==> config.mk <==
export PLATFORM = sky130hd
export DESIGN_NAME = sseg_scan_ctrl_flat
export DESIGN_NICKNAME = d
export VERILOG_FILES = /design/src/rtl/sseg_pkg.sv /design/src/rtl/sseg_scan_ctrl_if.sv /design/src/rtl/sseg_tick_gen.sv /design/src/rtl/sseg_scan_ctrl.sv /design/src/flat_wrapper.sv
export SDC_FILE = /design/constraint.sdc
export NUM_CORES = 1
export LEC_CHECK = 0
export ABC_AREA = 1
export CORE_MARGIN = 8
export CORE_UTILIZATION = 50
export DETAILED_ROUTE_END_ITERATION = 8
export GPL_ROUTABILITY_DRIVEN = 1
export GPL_TIMING_DRIVEN = 0
export PLACE_DENSITY = 0.77
export SKIP_LAST_GASP = 1
export SLEW_MARGIN = 0
export SYNTH_ARGS = -nofsm -noshare
export SYNTH_HDL_FRONTEND = slang
export SYNTH_SLANG_ARGS = --single-unit
==> constraint.sdc <==
create_clock -name clk -period 1.9 [get_ports clk]
set_input_delay 0.19 -clock clk [delete_from_list [all_inputs] [get_ports clk]]
set_output_delay 0.19 -clock clk [all_outputs]
set_load 0.01 [all_outputs]
==> src/rtl/sseg_pkg.sv <==
// Shared definitions for the seven-segment scan controller.
// Holds the nibble width, the default digit count, width helpers for the
// scan/blink counters and the load FSM state type.
package sseg_pkg;

    localparam int NIBBLE_W       = 4;
    localparam int DEFAULT_DIGITS = 4;

    // Counter width for a counter running 0..n-1, never narrower than 1 bit.
    function automatic int cnt_width(input int n);
        return (n <= 2) ? 1 : $clog2(n);
    endfunction

    function automatic int idx_width(input int digits);
        return cnt_width(digits);
    endfunction

    function automatic int prescaler_width(input int div);
        return cnt_width(div);
    endfunction

    typedef enum logic {
        IDLE = 1'b0,
        PEND = 1'b1
    } load_state_t;

endpackage

==> src/rtl/sseg_scan_ctrl_if.sv <==
// Bundle between user logic and the scan controller / decoder side.
//   master: user side; drives load/value/blank_lz/blink_mask, observes the rest
//   slave : the scan controller
// Signals:
//   load, value        value update request (value nibble i is digit i)
//   blank_lz           leading-zero blanking enable (level)
//   blink_mask         per-digit blink enable (level)
//   busy, load_ack     load status
//   dig_sel_n          one-hot-low digit select
//   dec_en, dec_data   decoder enable / nibble
//   frame_tick         one-cycle pulse after each frame wrap
//   state_dbg          load FSM state, for observation only
//
// Load handshake: load is a single-cycle request that is always accepted and
// never back-pressured. busy is high while an accepted value waits for the
// next frame boundary; load_ack pulses for one cycle when a value becomes the
// displayed one. A later load before the boundary replaces the waiting value.
interface sseg_scan_ctrl_if #(
    parameter int DIGITS = sseg_pkg::DEFAULT_DIGITS
);
    import sseg_pkg::*;

    logic                         load;
    logic [NIBBLE_W*DIGITS-1:0]   value;
    logic                         blank_lz;
    logic [DIGITS-1:0]            blink_mask;
    logic                         busy;
    logic                         load_ack;
    logic [DIGITS-1:0]            dig_sel_n;
    logic                         dec_en;
    logic [NIBBLE_W-1:0]          dec_data;
    logic                         frame_tick;
    load_state_t                  state_dbg;

    modport master (
        output load, value, blank_lz, blink_mask,
        input  busy, load_ack, dig_sel_n, dec_en, dec_data, frame_tick, state_dbg
    );

    modport slave (
        input  load, value, blank_lz, blink_mask,
        output busy, load_ack, dig_sel_n, dec_en, dec_data, frame_tick, state_dbg
    );

endinterface

==> src/rtl/sseg_tick_gen.sv <==
// Free-running prescaler producing a one-cycle strobe every DIV clocks.
// Ports:
//   clk, rst_n  clock, asynchronous active-low reset
//   tick        high while the prescaler sits at DIV-1
module sseg_tick_gen
    import sseg_pkg::*;
#(
    parameter int DIV = 50000
) (
    input  logic clk,
    input  logic rst_n,
    output logic tick
);

    localparam int W = prescaler_width(DIV);
    localparam logic [W-1:0] LAST = W'(DIV - 1);

    logic [W-1:0] cnt;

    always_ff @(posedge clk or negedge rst_n) begin
        if (!rst_n) begin
            cnt <= '0;
        end else if (cnt == LAST) begin
            cnt <= '0;
        end else begin
            cnt <= cnt + W'(1);
        end
    end

    assign tick = (cnt == LAST);

endmodule

==> src/rtl/sseg_scan_ctrl.sv <==
// Scan sequencer for a shared seven-segment decoder.
// Time-multiplexes DIGITS nibbles onto one decoder, with leading-zero
// blanking, per-digit blink and value updates that only land on a frame
// boundary so a frame never shows a mix of old and new digits.
// Ports:
//   clk, rst_n  clock, asynchronous active-low reset
//   bus         sseg_scan_ctrl_if slave modport (see interface header)
module sseg_scan_ctrl
    import sseg_pkg::*;
#(
    parameter int DIGITS       = DEFAULT_DIGITS,
    parameter int SCAN_DIV     = 50000,
    parameter int BLINK_FRAMES = 100
) (
    input  logic               clk,
    input  logic               rst_n,
    sseg_scan_ctrl_if.slave    bus
);

    localparam int IDX_W = idx_width(DIGITS);
    localparam int BLK_W = cnt_width(BLINK_FRAMES);
    localparam int VAL_W = NIBBLE_W * DIGITS;
    localparam logic [IDX_W-1:0] IDX_LAST = IDX_W'(DIGITS - 1);
    localparam logic [BLK_W-1:0] BLK_LAST = BLK_W'(BLINK_FRAMES - 1);

    logic                  slot_tick;
    logic                  boundary;
    logic [IDX_W-1:0]      idx;
    logic [BLK_W-1:0]      blink_cnt;
    logic                  blink_phase;
    logic [VAL_W-1:0]      active;
    logic [VAL_W-1:0]      pending;
    load_state_t           state;
    logic                  busy_q;
    logic                  load_ack_q;
    logic                  upper_nonzero;
    logic                  lz_blank;
    logic                  blink_dark;
    logic [NIBBLE_W-1:0]   cur_nibble;

    sseg_tick_gen #(.DIV(SCAN_DIV)) u_tick (
        .clk   (clk),
        .rst_n (rst_n),
        .tick  (slot_tick)
    );

    assign boundary = slot_tick && (idx == IDX_LAST);

    // Digit idx is a leading zero when it and every more significant nibble
    // are zero; digit 0 always stays lit so a zero value still shows "0".
    always_comb begin
        upper_nonzero = 1'b0;
        for (int i = 0; i < DIGITS; i++) begin
            if ((i >= int'(idx)) && (active[NIBBLE_W*i +: NIBBLE_W] != '0)) begin
                upper_nonzero = 1'b1;
            end
        end
    end

    assign lz_blank   = bus.blank_lz && (idx != '0) && !upper_nonzero;
    assign blink_dark = bus.blink_mask[idx] && blink_phase;
    assign cur_nibble = active[NIBBLE_W*idx +: NIBBLE_W];

    // Scan position and blink timing.
    always_ff @(posedge clk or negedge rst_n) begin
        if (!rst_n) begin
            idx         <= '0;
            blink_cnt   <= '0;
            blink_phase <= 1'b0;
        end else begin
            if (slot_tick) begin
                idx <= (idx == IDX_LAST) ? '0 : idx + IDX_W'(1);
            end
            if (boundary) begin
                if (blink_cnt == BLK_LAST) begin
                    blink_cnt   <= '0;
                    blink_phase <= ~blink_phase;
                end else begin
                    blink_cnt <= blink_cnt + BLK_W'(1);
                end
            end
        end
    end

    // Registered display outputs: one cycle behind idx/active.
    always_ff @(posedge clk or negedge rst_n) begin
        if (!rst_n) begin
            bus.dig_sel_n  <= '1;
            bus.dec_en     <= 1'b0;
            bus.dec_data   <= '0;
            bus.frame_tick <= 1'b0;
        end else begin
            bus.dig_sel_n  <= ~(DIGITS'(1) << idx);
            bus.dec_en     <= ~(lz_blank || blink_dark);
            bus.dec_data   <= cur_nibble;
            bus.frame_tick <= boundary;
        end
    end

    // Load FSM. A load on the boundary cycle itself bypasses pending and
    // takes priority over any older waiting value.
    always_ff @(posedge clk or negedge rst_n) begin
        if (!rst_n) begin
            state      <= IDLE;
            active     <= '0;
            pending    <= '0;
            busy_q     <= 1'b0;
            load_ack_q <= 1'b0;
        end else begin
            load_ack_q <= 1'b0;
            case (state)
                IDLE: begin
                    if (bus.load) begin
                        if (boundary) begin
                            active     <= bus.value;
                            load_ack_q <= 1'b1;
                        end else begin
                            pending <= bus.value;
                            state   <= PEND;
                            busy_q  <= 1'b1;
                        end
                    end
                end
                PEND: begin
                    if (boundary) begin
                        active     <= bus.load ? bus.value : pending;
                        load_ack_q <= 1'b1;
                        state      <= IDLE;
                        busy_q     <= 1'b0;
                    end else if (bus.load) begin
                        pending <= bus.value;
                    end
                end
                default: begin
                    state  <= IDLE;
                    busy_q <= 1'b0;
                end
            endcase
        end
    end

    assign bus.busy      = busy_q;
    assign bus.load_ack  = load_ack_q;
    assign bus.state_dbg = state;

endmodule

==> src/flat_wrapper.sv <==
// flat-port wrapper written by rule: the top's interface ports become plain ports
module sseg_scan_ctrl_flat import sseg_pkg::*;
#(
    parameter int DIGITS       = DEFAULT_DIGITS,
    parameter int SCAN_DIV     = 50000,
    parameter int BLINK_FRAMES = 100
)
  (clk, rst_n, bus_load, bus_value, bus_blank_lz, bus_blink_mask, bus_busy, bus_load_ack, bus_dig_sel_n, bus_dec_en, bus_dec_data, bus_frame_tick, bus_state_dbg);
  sseg_scan_ctrl_if #(.DIGITS(DIGITS)) bus_i ();
  input  logic clk;
  input  logic rst_n;
  input wire logic [$bits(bus_i.load)-1:0] bus_load;
  input wire logic [$bits(bus_i.value)-1:0] bus_value;
  input wire logic [$bits(bus_i.blank_lz)-1:0] bus_blank_lz;
  input wire logic [$bits(bus_i.blink_mask)-1:0] bus_blink_mask;
  output wire logic [$bits(bus_i.busy)-1:0] bus_busy;
  output wire logic [$bits(bus_i.load_ack)-1:0] bus_load_ack;
  output wire logic [$bits(bus_i.dig_sel_n)-1:0] bus_dig_sel_n;
  output wire logic [$bits(bus_i.dec_en)-1:0] bus_dec_en;
  output wire logic [$bits(bus_i.dec_data)-1:0] bus_dec_data;
  output wire logic [$bits(bus_i.frame_tick)-1:0] bus_frame_tick;
  output wire logic [$bits(bus_i.state_dbg)-1:0] bus_state_dbg;
  assign bus_i.load = bus_load;
  assign bus_i.value = bus_value;
  assign bus_i.blank_lz = bus_blank_lz;
  assign bus_i.blink_mask = bus_blink_mask;
  assign bus_busy = bus_i.busy;
  assign bus_load_ack = bus_i.load_ack;
  assign bus_dig_sel_n = bus_i.dig_sel_n;
  assign bus_dec_en = bus_i.dec_en;
  assign bus_dec_data = bus_i.dec_data;
  assign bus_frame_tick = bus_i.frame_tick;
  assign bus_state_dbg = bus_i.state_dbg;
  sseg_scan_ctrl #(.DIGITS(DIGITS), .SCAN_DIV(SCAN_DIV), .BLINK_FRAMES(BLINK_FRAMES)) u_core (.clk(clk), .rst_n(rst_n), .bus(bus_i));
endmodule
After elaboration in Yosys (flattened, before gate mapping)
Cells that the tools add are included.
- register bits: 71
- input bits: 24
- output and inout port bits: 13
- logic and storage cells: 80
- add/sub/neg operators: 3
- magnitude comparators: 4
- eq/ne operators: 8
- shift operators: 2
- muxes and demuxes: 28
- bitwise logic cells: 4
- reductions and logical operators: 18
- operators by type and width (kind ; number):
    $mux W16 ; 8
    $pmux W16 S2 ; 2
    $add A16 B1 Y16 const B ; 1
    $eq A16 B16 Y1 const B ; 1
    $reduce_bool A4 Y1 ; 4
    $shiftx A16 B5 Y4 ; 1
    $mux W1 ; 12
    $reduce_and A3 Y1 ; 3
    $add A7 B1 Y7 const B ; 1
    $eq A7 B7 Y1 const B ; 1
    $logic_and A1 B1 Y1 ; 7
    $mux W7 ; 1
    $ne A2 B2 Y1 const B ; 3
    $pmux W1 S2 ; 3
    $ge A1 B2 Y1 const A ; 2
    $ne A2 B1 Y1 const B ; 2
    $not A4 Y4 ; 1
    $shl A1 B2 Y4 const A ; 1
    $lt A2 B3 Y1 const B ; 1
    $not A1 Y1 ; 3
    $add A2 B1 Y2 const B ; 1
    $bmux W1 S2 ; 1
    $eq A2 B2 Y1 const B ; 1
    $ge A2 B2 Y1 const A ; 1
    other kinds (5) ; 5

Depth between registers and ports, before layout
- word-level depth: 10
- mapped depth: 12
- mapped depth without buffers: 10

Cells and area by module
Synthesis repeated with hierarchy kept, for this count alone.
- cell total of the unflattened synthesis: 438
- area, all modules: 3560.9 µm²
- by module, submodules not included (module ; instances ; cells each ; area an instance (µm²) ; seq. area each (µm²)):
    sseg_scan_ctrl ; 1 ; 317 ; 2683.8 ; 1381.3
    sseg_tick_gen ; 1 ; 121 ; 877.1 ; 400.4

Worst setup path after synthesis
OpenSTA, ideal clock, no wires.
- path type: reg2reg
- from: reg u_core.u_tick.cnt[0]
- to: reg u_core.active[15]
- setup time: 0.130 ns
- arrival time: 1.902 ns
- required time: 1.770 ns
- path slack: -0.132 ns
- cell stages (with the launch flop): 9
- buffers on the path: 1
- clock period less this slack: 2.032 ns
- path through: dfrtp_1 -> ha_1 -> nand3_1 -> nor2_1 -> nand3_2 -> ha_1 -> nor3_2 -> clkbuf_1 -> o21ai_1
- word-level cells in the longest chain between the ends: 4
- elaborated cells on any way between the ends: 5
- classes of those cells: eq/ne (3); reduce/logical (2)
- RTL lines (what ; line ; text):
    from (decl) ; sseg_tick_gen.sv:18 ; logic [W-1:0] cnt;
    from (signal assigned) ; sseg_tick_gen.sv:26 ; cnt <= cnt + W'(1);
    $eq A16 B16 Y1 (*) ; sseg_tick_gen.sv:30 ; assign tick = (cnt == LAST);
    $logic_and A1 B1 Y1 (*) ; sseg_scan_ctrl.sv:47 ; assign boundary = slot_tick && (idx == IDX_LAST);
    $ne A2 B1 Y1 (no source line) ; -- ;
    $reduce_and A3 Y1 (no source line) (*) ; -- ;
    to (signal assigned) ; sseg_scan_ctrl.sv:115 ; active <= bus.value;
    to (signal assigned) ; sseg_scan_ctrl.sv:126 ; active <= bus.load ? bus.value : pending;
    to (decl) ; sseg_scan_ctrl.sv:31 ; logic [VAL_W-1:0] active;
Mark *: on every way between the ends. The rest lies on a longest branch, timed or not.
A chain may end at the register's enable or synchronous reset.

Worst setup path in the final report
- from: reg u_core.u_tick.cnt[6]
- to: reg u_core.active[11]
The elaborated chain is that of the path after synthesis.

==> results.cfg <==
[cts]
cts_tree = built
root_buffer = clkbuf_8
clk_latency_ns = 0.35
htreeDepth = 3
numCtsBuffers = 9
path_clk_slew_ns = 0.08
cts_num_sinks = 71
clk_path_buf_depth = 2

[layout]
multi_input_area_mm2 = 0.00165
insertedDiodeCount = 0
nets = 560
stdcell_area_mm2 = 0.00480
fin_util_pct = 67.3
num-fill-cells = 577
syn2layout_area_growth_pct = 33.1
finalNonFillerCells = 629
drive_gt1_share_pct = 21.3
area.sequential_mm2 = 0.00178

[setup_path]
crit_top_cell = buf_6
reg2reg_slack_ns = -0.06
endpoint_kind = register
slowest_delay_ns = 0.36
arrival_ns = 2.19
reg2reg_depth = 11
r2r_start = u_core.u_tick.cnt[6]
critical_path.max_fanout = 6
critical_path.startpoint = u_core.u_tick.cnt[6]
crit_path_end = u_core.active[11]
worstSetupPathType = register to register
critPathTopFamily = simple AND/OR/NAND/NOR gates
crit_chain = buf_6, inv_2, nor2_4, nand2_1, nor2_2, nand3_4, ha_4, nor3_4, buf_6, buf_2, o21ai_1
r2r_end = u_core.active[11]
start_kind = register
critical_path_required_ns = 2.13
slowest_stage = dfrtp_1
cp.buffers_inverters = 4
path_depth = 11

[sta]
period_share_pct = 103
finalSetupTns_ns = -0.318
fin_worst_skew_ns = 0.0109
setup_viol = 11
period_needed_ns = 1.96
fin_hold_ws_ns = 0.500
max_freq_ghz = 0.509
max_slew_margin_pct = 40.8
slew_viol_final = 0
grt_setup_unrepaired = true
final.setup.worst_slack_ns = -0.0631
hold_viol = 0
max_slew.worst_pin.slew_ns = 0.888

[grt]
grt_pass1_wl_um = 13900
antenna_found_initial = 0
grt_max_degree = 72
grt_pass1_vias = 3094
grt.overflow.total = 0
grt_usage_pct = 17.2

[logic_synthesis]
syn-num-nets = 484
synth_top_area_share_pct = 46.5
synth_top_cell_by_area = dfrtp_1
synth_seq_cells = 71
ys_seq_area_share_pct = 49.4
syn_area_mm2 = 0.00361
yosysUniqueCellTypes = 28
synthArstFlopShare_pct = 100
avgSynthCellArea_um2 = 8.03
yosysWarnings = 0
synth_area_leaders = dfrtp_1 46%, nand2_1 12%, inv_1 6.7%
synth_flop_cell = dfrtp_1
synth_edf_count = 0
syn_inst = 449

[place]
post-place-ws_ns = -0.374
dpl.hpwl_um = 5490
routabilityCongestion = 0.901
port_buffers = 36
place_area_mm2 = 0.00411
dp.cells = 584

[die]
rows = 31
ios = 37
core-area_mm2 = 0.00714
die_y_um = 101
start_util_pct = 50.5
die_x_um = 101
die-area_mm2 = 0.0102

[drt]
drt_iter0_drc = 211
met3_length_um = 517
vias = 3205
drtPass1Iterations = 5
routedWlPerCell_um = 13.9
drc = 0
top_layer = met4
antenna_left = 0
drt_wl_total_um = 8730
wl_met1_um = 3880
wl_met2_um = 4120
viasPerCell = 5.10

[power]
power.total_mw = 3.50
p_leak_nw = 2.28
power_frac_comb_pct = 10.4
clock_power_share_pct = 42.2
peakVddDrop_v = 0.000316
p_sw_mw = 0.817
p_seq_share_pct = 47.4
power_density_mw_per_mm2 = 728
internal_power_mw = 2.68
swShare_pct = 23.4

[min_path]
worstHoldPathType = input port to register
hold_depth = 5

[run_status]
status = complete, but fails checks
violations = setup timing

[run]
drv_cap = 0
## worst reg2reg max path: stages (launching register included)
cell	delay [ns]
dfrtp_1	0.36
buf_6	0.11
inv_2	0.04
nor2_4	0.10
nand2_1	0.07
nor2_2	0.15
nand3_4	0.18
ha_4	0.22
nor3_4	0.18
buf_6	0.17
buf_2	0.18
o21ai_1	0.08
## area by class of cell
type	count	area share, %
Sequential cell	71	37.2
Multi-Input combinational cell	296	34.4
Timing Repair Buffer	65	12.4
Inverter	69	5.45
Buffer	13	2.92
Clock buffer	10	2.87
Tap cell	99	2.58
Clock inverter	6	2.24
## power groups by stage
stage	Sequential [mW]	Clock, mW	Combinational [mW]
2_1_floorplan	1.68	0	0.187
3_3_place_gp	1.68	0	0.340
3_5_place_dp	1.69	0	0.348
4_1_cts	1.66	1.50	0.354
5_1_grt	1.67	1.55	0.405
6_report	1.66	1.47	0.363
## Yosys cell counts (4+ instances only)
| library cell | count |
|---|---|
| a21oi_1 | 16 |
| buf_2 | 4 |
| clkbuf_1 | 6 |
| dfrtp_1 | 67 |
| dfstp_2 | 4 |
| ha_1 | 11 |
| inv_1 | 64 |
| inv_2 | 4 |
| nand2_1 | 114 |
| nand3_1 | 16 |
| nand4_1 | 5 |
| nor2_1 | 48 |
| o21ai_0 | 10 |
| o21ai_1 | 40 |
| o21ai_2 | 16 |
| xor2_1 | 7 |
## how the worst min path moves through the flow
| stage | slack [ns] | to | start |
|---|---|---|---|
| 2_1_floorplan | -0.11 | u_core.active[0] | rst_n |
| 3_3_place_gp | 0.48 | u_core.u_tick.cnt[0] | u_core.u_tick.cnt[0] |
| 3_5_place_dp | 0.37 | u_core.u_tick.cnt[1] | rst_n |
| 4_1_cts | 0.49 | u_core.pending[5] | bus_value[5] |
| 5_1_grt | 0.52 | u_core.bus.state_dbg | bus_load |
| 6_report | 0.50 | u_core.active[4] | bus_value[4] |
## cells by family after synthesis
logic type,Yosys count,synth area share [%]
buffers and inverters,82,9.19
XOR/XNOR,9,2.19
AND/OR/NAND/NOR,191,21.7
flip-flops,71,49.4
AO/OA/AOI/OAI,85,13.7
adder cells (fa/ha/maj),11,3.82
## state kept, by name, indices dropped and copies added (netlist names), 2 cells and up
register and cells:
u_core.active 16, u_core.blink_cnt 7, u_core.bus.dec_data 4, u_core.bus.dig_sel_n 4, u_core.idx 2, u_core.pending 16
u_core.u_tick.cnt 16
## metal layers
metal | vias up | track usage, %
met1 | 1527 | 21.8
li1 | 1563 | -
met2 | 96 | 27.1
met4 | 0 | 8.59
met5 | - | 0
met3 | 19 | 3.66
## layout by cell type (no fill, tap or decap), drive strengths merged, types with 2 or more instances in the layout
cell,n
o21bai,2
nor3,4
o21ai,66
xnor2,2
buf,40
clkdlybuf4s50,35
xor2,7
nand4,5
or2,2
a21oi,16
ha,11
dfrtp,67
nand2,114
clkbuf,12
dfstp,4
clkinv,3
nor2,49
bufinv,3
inv,68
nand3,17
## repair_timing
action | 4_1_cts | 5_1_grt
resized for setup | 29 | 32
gates cloned | 4 | 0
endpoints found under the hold margin | 49 | 0
setup buffers | 12 | 15
pin swaps | 5 | 5
setup endpoints to repair | 33 | 33
hold buffers | 1 | 0
Note: power is estimated with default switching activity, not from simulation.
